### src/rtl/pc_fetch_if.sv
// Fetch-side bundle between the pipeline/instruction memory and the PC fetch controller.
// The slave modport is the controller; the master modport is whoever drives it.
interface pc_fetch_if;
    logic        stall;
    logic        branchTaken;
    logic [31:0] PCAddShift;
    logic        imemReady;
    logic [31:0] outPCNext;
    logic [31:0] PCPlus4;
    logic        imemReq;
    logic        misaligned;
    logic [31:0] fetchCount;

    modport master (
        output stall, branchTaken, PCAddShift, imemReady,
        input  outPCNext, PCPlus4, imemReq, misaligned, fetchCount
    );

    modport slave (
        input  stall, branchTaken, PCAddShift, imemReady,
        output outPCNext, PCPlus4, imemReq, misaligned, fetchCount
    );
endinterface

### src/rtl/pc_fetch_ctrl.sv
// Program counter and instruction-fetch request controller with stall handling,
// deferred redirects taken during a stall, and a sticky misaligned-target trap.
module pc_fetch_ctrl #(
    parameter logic [31:0] RESET_VECTOR = 32'h0000_0000
) (
    input  logic clock,
    input  logic reset,
    pc_fetch_if.slave bus
);

    typedef enum logic [1:0] {BOOT, FETCH, STALL, TRAP} state_t;

    state_t      state_q, state_nxt;
    logic [31:0] pc_q, pc_nxt;
    logic [31:0] count_q, count_nxt;
    logic        trap_q, trap_nxt;
    logic        pend_valid_q, pend_valid_nxt;
    logic [31:0] pend_target_q, pend_target_nxt;
    logic        req;
    logic        handshake;
    logic        branch_ok;
    logic        branch_bad;

    assign branch_ok  = bus.branchTaken && (bus.PCAddShift[1:0] == 2'b00);
    assign branch_bad = bus.branchTaken && (bus.PCAddShift[1:0] != 2'b00);
    assign handshake  = req && bus.imemReady;

    always_comb begin
        // NOTE: every signal written here gets a default first, so no path leaves one unassigned and no latch is inferred.
        state_nxt       = state_q;
        pc_nxt          = pc_q;
        count_nxt       = count_q;
        trap_nxt        = trap_q;
        pend_valid_nxt  = pend_valid_q;
        pend_target_nxt = pend_target_q;
        req             = 1'b0;

        case (state_q)
            BOOT: state_nxt = FETCH;

            FETCH: begin
                req = !bus.stall;
                if (handshake) count_nxt = count_q + 32'd1;
                if (branch_bad) begin
                    state_nxt = TRAP;
                    trap_nxt  = 1'b1;
                end else if (bus.stall) begin
                    state_nxt = STALL;
                end else if (branch_ok) begin
                    pc_nxt = bus.PCAddShift;
                end else if (handshake) begin
                    pc_nxt = pc_q + 32'd4;
                end
            end

            STALL: begin
                if (branch_bad) begin
                    state_nxt = TRAP;
                    trap_nxt  = 1'b1;
                end else if (!bus.stall) begin
                    // A branch arriving on the release cycle is younger than anything pending.
                    state_nxt      = FETCH;
                    pend_valid_nxt = 1'b0;
                    if (branch_ok)         pc_nxt = bus.PCAddShift;
                    else if (pend_valid_q) pc_nxt = pend_target_q;
                end else if (branch_ok) begin
                    pend_valid_nxt  = 1'b1;
                    pend_target_nxt = bus.PCAddShift;
                end
            end

            TRAP: ;

            default: state_nxt = BOOT;
        endcase
    end

    // NOTE: sequential state uses non-blocking assignments so every register samples pre-edge values.
    always_ff @(posedge clock or negedge reset) begin
        if (!reset) state_q <= BOOT;
        else        state_q <= state_nxt;
    end

    // NOTE: the pending target has no functional need for a reset value but is cleared so a reset leaves nothing stale observable.
    always_ff @(posedge clock or negedge reset) begin
        if (!reset) begin
            pc_q          <= RESET_VECTOR;
            count_q       <= 32'd0;
            trap_q        <= 1'b0;
            pend_valid_q  <= 1'b0;
            pend_target_q <= 32'd0;
        end else begin
            pc_q          <= pc_nxt;
            count_q       <= count_nxt;
            trap_q        <= trap_nxt;
            pend_valid_q  <= pend_valid_nxt;
            pend_target_q <= pend_target_nxt;
        end
    end

    assign bus.outPCNext  = pc_q;
    assign bus.PCPlus4    = pc_q + 32'd4;
    assign bus.imemReq    = req;
    assign bus.misaligned = trap_q;
    assign bus.fetchCount = count_q;

endmodule

### src/flat_wrapper.sv
// flat-port wrapper written by rule: the top's interface ports become plain ports
module pc_fetch_ctrl_flat 
#(
    parameter logic [31:0] RESET_VECTOR = 32'h0000_0000
)
  (clock, reset, bus_stall, bus_branchTaken, bus_PCAddShift, bus_imemReady, bus_outPCNext, bus_PCPlus4, bus_imemReq, bus_misaligned, bus_fetchCount);
  pc_fetch_if bus_i ();
  input  logic clock;
  input  logic reset;
  input wire logic [$bits(bus_i.stall)-1:0] bus_stall;
  input wire logic [$bits(bus_i.branchTaken)-1:0] bus_branchTaken;
  input wire logic [$bits(bus_i.PCAddShift)-1:0] bus_PCAddShift;
  input wire logic [$bits(bus_i.imemReady)-1:0] bus_imemReady;
  output wire logic [$bits(bus_i.outPCNext)-1:0] bus_outPCNext;
  output wire logic [$bits(bus_i.PCPlus4)-1:0] bus_PCPlus4;
  output wire logic [$bits(bus_i.imemReq)-1:0] bus_imemReq;
  output wire logic [$bits(bus_i.misaligned)-1:0] bus_misaligned;
  output wire logic [$bits(bus_i.fetchCount)-1:0] bus_fetchCount;
  assign bus_i.stall = bus_stall;
  assign bus_i.branchTaken = bus_branchTaken;
  assign bus_i.PCAddShift = bus_PCAddShift;
  assign bus_i.imemReady = bus_imemReady;
  assign bus_outPCNext = bus_i.outPCNext;
  assign bus_PCPlus4 = bus_i.PCPlus4;
  assign bus_imemReq = bus_i.imemReq;
  assign bus_misaligned = bus_i.misaligned;
  assign bus_fetchCount = bus_i.fetchCount;
  pc_fetch_ctrl #(.RESET_VECTOR(RESET_VECTOR)) u_core (.clock(clock), .reset(reset), .bus(bus_i));
endmodule
### config.mk
export PLATFORM = sky130hd
export DESIGN_NAME = pc_fetch_ctrl_flat
export DESIGN_NICKNAME = d
export VERILOG_FILES = /design/src/rtl/pc_fetch_if.sv /design/src/rtl/pc_fetch_ctrl.sv /design/src/flat_wrapper.sv
export SDC_FILE = /design/constraint.sdc
export NUM_CORES = 1
export LEC_CHECK = 0
export CAP_MARGIN = 10
export CORE_MARGIN = 5
export CORE_UTILIZATION = 39
export CTS_CLUSTER_DIAMETER = 200
export DETAILED_ROUTE_END_ITERATION = 7
export GPL_TIMING_DRIVEN = 0
export PLACE_DENSITY = 0.72
export SYNTH_ARGS = -nofsm -noshare
export SYNTH_HDL_FRONTEND = slang
export SYNTH_SLANG_ARGS = --single-unit
### constraint.sdc
create_clock -name clock -period 2.7 [get_ports clock]
set_clock_uncertainty 0.1 [all_clocks]
set_input_delay 0.54 -clock clock [delete_from_list [all_inputs] [get_ports clock]]
set_output_delay 0.54 -clock clock [all_outputs]
set_load 0.05 [all_outputs]
Word level (Yosys, flattened, before mapping)
Cells that the tools add are included.

word-level totals
  output and inout bits = 98
  input bits = 37
  register bits after elaboration = 100
  logic and storage cells = 53

cells by class
  bitwise logic cells = 1
  mux-type cells = 17
  equal/unequal tests = 11
  reduce and logical (&&, ||, !) cells = 16
  add/subtract/negate cells = 2

operators by type and width
  cell                                                                     number
  32-bit two-way mux                                                       8
  32-bit case mux with 2 select lines                                      1
  32-bit by 1-bit adder with 32-bit output, second input constant          1
  32-bit by 3-bit adder with 32-bit output, second input constant          1
  2-bit two-way mux                                                        4
  2-bit inequality test, second input constant                             4
  7-bit AND reduction                                                      1
  3-bit by 1-bit inequality test with 1-bit output, second input constant  2
  3-bit by 2-bit inequality test with 1-bit output, second input constant  2
  2-bit case mux with 3 select lines                                       1
  3-bit AND reduction                                                      2
  2-bit zero test                                                          2
  2-bit AND reduction                                                      2
  4-bit AND reduction                                                      1
  2-bit nonzero test                                                       2
  1-bit logical AND                                                        3
  1-bit two-way mux                                                        3
  3-bit nonzero test                                                       1
  2-bit by 1-bit == test with 1-bit output, second input constant          1
  2-bit == test, second input constant                                     1
  2-bit by 1-bit inequality test with 1-bit output, second input constant  1
  2-bit OR reduction                                                       1
  1-bit zero test                                                          1
  1-bit NOT                                                                1

Logic depth before layout (Yosys ltp)
Gate-level depths: netlist of run 1.

  word-level depth = 8
  mapped depth = 9
  gate-level depth less buffers = 7

Worst setup path before layout of run 1
No wires, ideal clock.

  kind = reg2out
  start = register u_core.pc_q[3], in the netlist u_core.bus.outPCNext[3]
  end = output bus_PCPlus4[26]
  required time = 2.060 ns
  cell stages (with the launch flop) = 6
  arrival = 2.739 ns
  path buffers = 0
  path slack = -0.679 ns
  cell sequence = dfrtp_1 > ha_1 > nand3_1 > nor4_4 > nand3_1 > xnor2_1

between the ends
  longest elaborated chain between the ends = 1

RTL lines
  item                                      line                  text
  start: declaration                        pc_fetch_ctrl.sv:14   logic [31:0] pc_q, pc_nxt;
  start signal: assignment                  pc_fetch_ctrl.sv:93   pc_q <= pc_nxt;
  32-bit by 3-bit adder with 32-bit output  pc_fetch_ctrl.sv:102  assign bus.PCPlus4 = pc_q + 32'd4;
  end: declaration                          flat_wrapper.sv:15    output wire logic [$bits(bus_i.PCPlus4)-1:0] bus_PCPlus4;

No other way between the ends.

Worst setup path after layout of run 1
  start = register u_core.pc_q[3], in the netlist u_core.bus.outPCNext[3]
  end = output bus_PCPlus4[29]

Same word-level chain as after synthesis.

==> results of run 1 <==
[layer usage]
metal | part of all wire | up-vias | GRT usage
met5 | 0 | - | 0
met2 | 0.47 | 256 | 0.338
met3 | 0.10 | 29 | 0.0758
met1 | 0.41 | 2609 | 0.265
met4 | 0.017 | 0 | 0.0780
li1 | - | 2399 | -
[layout by cell type (no fill, tap or decap), types with 19 or more instances in the layout]
master,instances
xnor2_1,28
nor2_1,31
nand2_1,50
buf_4,54
dfrtp_2,19
nand4_1,20
buf_6,22
dfrtp_1,81
o21ai_0,42
clkbuf_1,20
inv_1,23
a21oi_1,38
clkdlybuf4s50_1,104
mux2_2,21
[logic make-up after synthesis]
| group | after synthesis | share of synthesized area |
|---|---|---|
| AO/OA/AOI/OAI | 137 | 0.155 |
| XOR/XNOR | 59 | 0.0947 |
| adder cells (fa/ha/maj) | 5 | 0.0115 |
| buffers and inverters | 59 | 0.0447 |
| flip-flops | 100 | 0.459 |
| multiplexers | 24 | 0.0491 |
| AND/OR/NAND/NOR | 181 | 0.186 |
[what timing repair did]
item	CTS	global route
resized for setup	160	43
setup buffers	29	24
pin swaps	10	21
cloned	0	0
endpoints found under the setup margin	32	64
[power groups by stage]
stage	Clock (mW)	Combinational, mW	Sequential, mW
finish	1.27	5.93	2.56
global route	1.34	6.24	2.62
CTS	1.28	5.69	2.55
detailed placement	0	5.36	2.69
global placement	0	5.27	2.65
floorplan	0	2.80	3.48
[layout make-up]
| type | instances | share of cell area |
|---|---|---|
| multi-input combinational | 406 | 0.383 |
| sequential | 100 | 0.307 |
| timing repair buffer | 188 | 0.217 |
| clock buffer | 15 | 0.0338 |
| tap | 180 | 0.0274 |
| buffer | 32 | 0.0201 |
| inverter | 23 | 0.0105 |
| clock inverter | 1 | 0.000609 |
[flip-flops by register name (all words and copies together) (netlist names)]
| register | cells |
|---|---|
| u_core.bus.fetchCount | 32 |
| u_core.state_q | 2 |
| u_core.pend_target_q | 32 |
| u_core.bus.misaligned | 1 |
| u_core.pend_valid_q | 1 |
| u_core.bus.outPCNext | 32 |
[final timing paths]
| path | from | slack, ns | to | cells after the start |
|---|---|---|---|---|
| min in group clock | u_core.bus.misaligned | 0.38 | u_core.bus.misaligned | 1 |
| max in group asynchronous | reset | 1.73 | u_core.bus.outPCNext[4] | 2 |
| hold reg to reg | u_core.bus.misaligned | 0.38 | u_core.bus.misaligned | 1 |
| hold / removal | reset | 0.05 | u_core.bus.outPCNext[28] | 1 |
| setup / recovery | u_core.bus.outPCNext[3] | -0.15 | bus_PCPlus4[29] | 6 |
| setup reg to reg | u_core.state_q[0] | 0.11 | u_core.bus.outPCNext[4] | 8 |
[worst register-to-register path, cell delays in order (launching register included)]
cell and delay [ns]:
dfrtp_1 0.41, inv_1 0.09, ha_1 0.16, clkbuf_1 0.43, o22a_1 0.25, or3_1 0.12, buf_2 0.25, clkbuf_1 0.44
o21ai_0 0.19
[metrics by stage]
step	hold WS [ns]	setup slack, ns
finish	0.0492	-0.154
global route	0.0808	-0.204
CTS	0.0633	-0.0887
detailed placement	0.363	-0.832
global placement	0.350	-3.16
floorplan	0.144	-0.113
==> impl_metrics.csv, run 1 <==
group,metric,value,unit
setup_path,crit_slowest_cell,"dfrtp_2",
setup_path,cp.required,2.06,ns
synthesis,syn_inst,565,
power_and_ir_drop,leakage,3.53,nW
cts,ctsRootBufferMaster,"clkbuf_16",
timing,finalMaxSlewViolations,0,
power_and_ir_drop,clkPwrFrac,0.130,
global_route,grt_first_pass_wirelength,27500,µm
cts,cts_sinks,100,
timing,fin_crit,2.85,ns
power_and_ir_drop,power_density,1190,nW/µm²
drt,first_iter_violations,408,
status,run_status,"finished, violations left",
floorplanning,die_h,128,µm
global_route,grt_pass1_vias,5244,
synthesis,ys_seq_area_frac,0.459,
timing,finalWorstSetupSlack,-0.154,ns
power_and_ir_drop,irDropWorstVdd,0.476,mV
run,cap_violations,0,
final_layout,layout-drive-gt1-share,0.259,
final_layout,layout.cells.non_filler,945,
global_route,grtUsageTotal,0.212,
final_layout,n_antenna_cell,0,
place,dpl.hpwl,12300,µm
power_and_ir_drop,p_sw_frac,0.496,
timing,finalSetupViolCount,12,
timing,hold_viol_final,0,
timing,period_share,1.06,
final_layout,finish.utilization,0.594,
timing,finalSetupTns,-0.746,ns
cts,cts_tree,"done",
global_route,grt.overflow.total,0,
power_and_ir_drop,p_seq_frac,0.262,
final_layout,fill_cells,1107,
floorplanning,coreArea,13800,µm²
synthesis,yosys_register_bits,100,
drt,dr.pass1.iters,5,
global_route,antenna_found_initial,0,
setup_path,crit_family,"simple AND/OR/NAND/NOR gates",
power_and_ir_drop,p_switching,4.84,mW
place,io_buffer_count,134,
synthesis,synth_edf_count,0,
cts,htreeDepth,3,
setup_path,path_class,"reg2out",
drt,wl_per_cell,18.9,µm
floorplanning,die_area,16500,µm²
synthesis,synth_largest_area_cell,"dfrtp_1",
timing,rsz0062_at_grt,"true",
synthesis,syn_area_per_cell,9.66,µm²
place,dp_cells,880,
status,violations,"setup timing",
synthesis,synth.top_cell.area_share,0.459,
cts,cts_hold_buf,0,
setup_path,critPathMaxFanout,7,
setup_path,arrival,2.21,ns
place,postPlaceCellArea,7400,µm²
timing,fmax,350,MHz
synthesis,synth.area.top_cells,"dfrtp_1 (46%), xnor2_1 (7.1%), mux2_2 (4.3%)",
synthesis,syn_nets,607,
floorplanning,die_width,128,µm
synthesis,async_reset_ff_frac,1.00,
power_and_ir_drop,totalPowerFinal,9.75,mW
final_layout,num-nets-final,802,
timing,max_slew_margin,0.593,
final_layout,multiInputGateArea,3140,µm²
drt,drtAntennaViolNets,0,
drt,vias,5293,
drt,drcViolationCount,0,
place,place_congestion,0.932,
final_layout,fin_area,8220,µm²
drt,wl,17900,µm
synthesis,ys_dominant_reg_cell,"dfrtp_1",
drt,vias_per_cell,5.60,
cts,clock_latency,0.35,ns
cts,cts_buffer_depth,2,
synthesis,syn_area,5460,µm²
final_layout,area_delta_synth_final,50.6,%
setup_path,startpoint_type,"register",
power_and_ir_drop,pwr-share-comb,0.608,
setup_path,cp-end-kind,"output port",
synthesis,synth_common_cells,"dfrtp_1 (100), nand2_1 (53), xnor2_1 (44)",
timing,tightest_slew,0.611,ns
synthesis,ys_types,53,
synthesis,yosysWarnings,0,
global_route,grt_max_degree,65,
floorplanning,start_util,0.395,
floorplanning,io_pins,135,
power_and_ir_drop,intPower,4.91,mW
cts,clk_pin_slew,0.07,ns
setup_path,critPathMaxStageDelay,0.45,ns
synthesis,yosysMostFrequentCell,"dfrtp_1",
final_layout,seq_area,2530,µm²
cts,numCtsBuffers,9,
setup_path,cp_cell_sequence,"nand4_1 -> nor4_4 -> buf_6 -> nand4_1 -> xnor2_4 -> buf_6",
setup_path,cp_num_buf_inv,2,
hold_path,hp-class,"in2async",
floorplanning,rows,43,
No activity file was read; power rests on OpenSTA's default activity.
==> run 2: changes to the inputs <==
SETUP_SLACK_MARGIN = 0.3   (was unset)
==> impl_metrics.csv, run 2 (synthesis results as in run 1) <==
group,metric,value,unit
timing,tightest_slew,0.651,ns
timing,finalMaxSlewViolations,0,
drt,met1_length,7460,µm
drt,dr.pass1.iters,6,
final_layout,area_delta_synth_final,59.5,%
floorplanning,die_area,16500,µm²
setup_path,r2r_setup_slack,0.37,ns
timing,max_slew_margin,0.566,
setup_path,path_class,"reg2out",
floorplanning,rows,43,
drt,drtAntennaViolNets,0,
setup_path,crit_slowest_cell,"dfrtp_2",
final_layout,num-nets-final,822,
timing,fmax,351,MHz
floorplanning,die_h,128,µm
cts,cts_buffer_depth,2,
place,dpl.hpwl,12700,µm
floorplanning,coreArea,13800,µm²
cts,numCtsBuffers,9,
drt,vias_per_cell,5.68,
setup_path,cp_cell_sequence,"buf_6 -> nand4_1 -> buf_6 -> nor4_4 -> buf_4 -> nand4_1 -> buf_6 -> xnor2_4 -> buf_6",
timing,period_share,1.06,
setup_path,cp-end-kind,"output port",
cts,cts_sinks,100,
final_layout,n_antenna_cell,0,
timing,hold_viol_final,0,
power_and_ir_drop,irDropWorstVdd,0.502,mV
floorplanning,start_util,0.395,
cts,cts_hold_buf,0,
drt,wl,19300,µm
setup_path,cp_num_buf_inv,5,
place,place_congestion,0.895,
final_layout,layout-drive-gt1-share,0.321,
cts,clk_pin_slew,0.07,ns
cts,cts_tree,"done",
global_route,antenna_found_initial,1,
global_route,grtUsageTotal,0.221,
drt,top_layer_used,"met5",
setup_path,crit_path_start,"u_core.bus.outPCNext[8]",
drt,vias,5486,
run,cap_violations,0,
power_and_ir_drop,leakage,3.83,nW
setup_path,worstReg2RegEnd,"u_core.bus.outPCNext[24]",
global_route,grt_pass1_vias,5556,
hold_path,hp-class,"in2async",
setup_path,critPathMaxStageDelay,0.36,ns
cts,ctsRootBufferMaster,"clkbuf_16",
timing,rsz0062_at_grt,"true",
global_route,grt.overflow.total,0,
drt,drcViolationCount,0,
setup_path,r2r.worst_path.cells,8,
final_layout,final_common_cell,"clkdlybuf4s50_1",
place,dp_cells,880,
setup_path,startpoint_type,"register",
final_layout,layout_common_cells,"clkdlybuf4s50_1 (87), dfrtp_1 (78), buf_4 (67)",
timing,fin_crit,2.85,ns
setup_path,cp.required,2.06,ns
status,run_status,"finished, violations left",
setup_path,critPathMaxFanout,5,
place,io_buffer_count,134,
setup_path,crit_family,"buffers and inverters",
setup_path,cpMostUsedCell,"buf_6",
drt,first_iter_violations,620,
global_route,grt_first_pass_wirelength,28700,µm
cts,htreeDepth,3,
floorplanning,io_pins,135,
status,violations,"setup timing",
place,postPlaceCellArea,7510,µm²
drt,met3WireLength,1860,µm
final_layout,fin_area,8700,µm²
cts,clock_latency,0.35,ns
power_and_ir_drop,power_density,1190,nW/µm²
setup_path,arrival,2.21,ns
timing,finalWorstSetupSlack,-0.149,ns
global_route,grt_max_degree,73,
drt,wl_per_cell,20.0,µm
drt,met2_length,9220,µm
floorplanning,die_width,128,µm
timing,finalSetupViolCount,14,
final_layout,layout.cells.non_filler,965,
setup_path,worst_r2r_startpoint,"u_core.state_q[0]",
-- run 2: repair_timing --
action                                  CTS  global route
hold endpoints to repair                  0             0
pin swaps                                17            21
resized for setup                       237            64
endpoints found under the setup margin  101            84
buffers inserted                         43            26
-- run 2: worst register-to-register path, stage by stage (launching register included) --
cell and delay (ns):
dfrtp_1 0.40, buf_4 0.14, ha_2 0.22, or2b_1 0.19, o32ai_2 0.12, or3_1 0.39
buf_4 0.20, clkbuf_4 0.22, o22a_2 0.25
-- run 2: how the worst max path moves through the flow --
stage               slack [ns]  cells after the start                       end
floorplan                -0.11                      5           bus_PCPlus4[26]
global placement         -3.50                      1  u_core.bus.outPCNext[21]
detailed placement       -0.81                      6           bus_PCPlus4[30]
CTS                      -0.15                      7           bus_PCPlus4[23]
global route             -0.22                      9           bus_PCPlus4[23]
finish                   -0.15                      9           bus_PCPlus4[23]
-- run 2: power breakdown --
part / switching (mW) / internal, mW
clock network: 0.581 / 0.862
logic: 3.91 / 2.46
registers: 0.553 / 2.01
total: 5.04 / 5.34
-- run 2: stage by stage --
step | setup TNS, ns | setup WS, ns | util | total power, mW | hold WS (ns)
floorplan | -0.635 | -0.113 | - | 6.39 | 0.144
global placement | -312.39 | -3.50 | 0.541 | 8.05 | 0.349
detailed placement | -28.09 | -0.815 | 0.543 | 8.17 | 0.354
CTS | -0.531 | -0.150 | 0.606 | 10.0 | 0.0285
global route | -2.19 | -0.216 | 0.629 | 10.8 | 0.0457
finish | -1.14 | -0.149 | 0.629 | 10.4 | 0.0234
-- run 2: layout make-up --
class	count	area, µm²
plain buffers	36	241
clock buffers	12	256
clock inverters	4	72.6
fillers	1069	5120
inverters	23	86.3
multi-input cells	406	3310
flip-flops and latches	100	2530
well taps	180	225
repair buffers	204	1980
-- run 2: routing by layer --
metal | vias to the layer above | GRT usage
li1 | 2447 | -
met1 | 2658 | 0.269
met2 | 315 | 0.364
met3 | 64 | 0.0646
met4 | 2 | 0.0924
met5 | - | 0
==> run 3: changes to the inputs <==
SKIP_CTS_REPAIR_TIMING = 1   (was unset)
==> impl_metrics.csv, run 3 (synthesis results as in run 1) <==
group,metric,value,unit
place,dp_cells,880,
final_layout,fin_area,8560,µm²
global_route,grtUsageTotal,0.207,
place,postPlaceCellArea,7510,µm²
timing,rsz0062_at_grt,"true",
timing,max_slew_margin,0.575,
setup_path,critPathMaxFanout,8,
drt,dr.pass1.iters,5,
timing,hold_viol_final,0,
final_layout,n_antenna_cell,0,
setup_path,crit_path_start,"u_core.bus.outPCNext[8]",
cts,cts_buffer_depth,2,
floorplanning,rows,43,
floorplanning,die_width,128,µm
global_route,grt_first_pass_wirelength,27000,µm
setup_path,worstReg2RegEnd,"u_core.bus.outPCNext[7]",
final_layout,layout-drive-gt1-share,0.306,
floorplanning,start_util,0.395,
setup_path,setup.worst_path.end,"bus_PCPlus4[23]",
floorplanning,io_pins,135,
global_route,grt.overflow.total,0,
drt,drtAntennaViolNets,0,
drt,wl,18600,µm
drt,vias_per_cell,5.63,
drt,vias,5317,
setup_path,r2r_setup_slack,0.39,ns
hold_path,hp-class,"in2async",
timing,period_share,1.07,
setup_path,worst_r2r_startpoint,"u_core.state_q[0]",
final_layout,seq_area,2530,µm²
final_layout,layout_common_cells,"clkdlybuf4s50_1 (91), dfrtp_1 (78), nand2_1 (51), buf_4 (51), o21ai_0 (42)",
global_route,grt_pass1_vias,5146,
cts,htreeDepth,3,
final_layout,area_delta_synth_final,56.9,%
timing,fin_crit,2.89,ns
global_route,antenna_found_initial,1,
floorplanning,die_area,16500,µm²
final_layout,multiInputGateArea,3340,µm²
place,io_buffer_count,134,
cts,clk_pin_slew,0.07,ns
timing,finalMaxSlewViolations,0,
setup_path,startpoint_type,"register",
timing,fmax,346,MHz
power_and_ir_drop,leakage,3.75,nW
cts,clock_latency,0.36,ns
final_layout,final_common_cell,"clkdlybuf4s50_1",
setup_path,cp.required,2.06,ns
power_and_ir_drop,irDropWorstVdd,0.532,mV
place,place_congestion,0.895,
timing,finalSetupViolCount,14,
setup_path,cp-end-kind,"output port",
drt,first_iter_violations,559,
status,violations,"setup timing",
drt,wl_per_cell,19.6,µm
timing,whs,0.0215,ns
floorplanning,coreArea,13800,µm²
status,run_status,"finished, violations left",
setup_path,path_class,"reg2out",
cts,ctsRootBufferMaster,"clkbuf_16",
run,cap_violations,0,
power_and_ir_drop,power_density,1200,nW/µm²
place,dpl.hpwl,12700,µm
final_layout,num-nets-final,802,
cts,numCtsBuffers,9,
cts,cts_tree,"done",
setup_path,r2r.worst_path.cells,9,
timing,finalWorstSetupSlack,-0.193,ns
global_route,grt_max_degree,73,
final_layout,layout.cells.non_filler,945,
drt,drcViolationCount,0,
setup_path,arrival,2.25,ns
timing,tightest_slew,0.638,ns
power_and_ir_drop,totalPowerFinal,10.3,mW
floorplanning,die_h,128,µm
final_layout,fill_cells,1089,
cts,cts_sinks,100,
## run 3: layer usage
layer | vias to the layer above | GRT usage | wire length (µm) | part of all wire
li1 | 2409 | - | - | -
met1 | 2596 | 0.263 | 7470 | 0.40
met2 | 267 | 0.335 | 8910 | 0.48
met3 | 43 | 0.0600 | 1720 | 0.093
met4 | 2 | 0.0787 | 447 | 0.024
met5 | - | 0 | 13 | 0.00070
## run 3: critical path: stages (launching register included)
cell     delay, ns
dfrtp_2       0.36
buf_6         0.13
nand4_1       0.12
buf_6         0.17
nor4_4        0.29
buf_6         0.18
nand4_1       0.25
xnor2_4       0.24
buf_6         0.18
## run 3: final cells by class
| cell class | count | area share |
|---|---|---|
| clock buffer | 12 | 0.0300 |
| timing repair buffer | 184 | 0.210 |
| sequential | 100 | 0.296 |
| buffer | 36 | 0.0288 |
| clock inverter | 4 | 0.00848 |
| multi-input combinational | 406 | 0.390 |
| tap | 180 | 0.0263 |
| inverter | 23 | 0.0101 |
## run 3: stage by stage
step	util	setup slack, ns	TNS [ns]
floorplan	-	-0.113	-0.635
global placement	0.541	-3.50	-312.39
detailed placement	0.543	-0.815	-28.09
CTS	0.567	-1.20	-20.88
global route	0.619	-0.263	-2.38
finish	0.619	-0.193	-1.32
## run 3: how the worst min path moves through the flow
stage | end | depth (start not counted)
floorplan | u_core.bus.fetchCount[0] | 0
global placement | u_core.bus.misaligned | 1
detailed placement | u_core.bus.misaligned | 1
CTS | u_core.pend_target_q[28] | 1
global route | u_core.pend_target_q[28] | 1
finish | u_core.pend_target_q[28] | 1
## run 3: power by group
part | switching (mW) | internal (mW) | leakage, nW
registers | 0.614 | 2.01 | 1.21
clock network | 0.582 | 0.862 | 0.159
logic | 3.81 | 2.41 | 2.37
total | 5.01 | 5.28 | 3.75
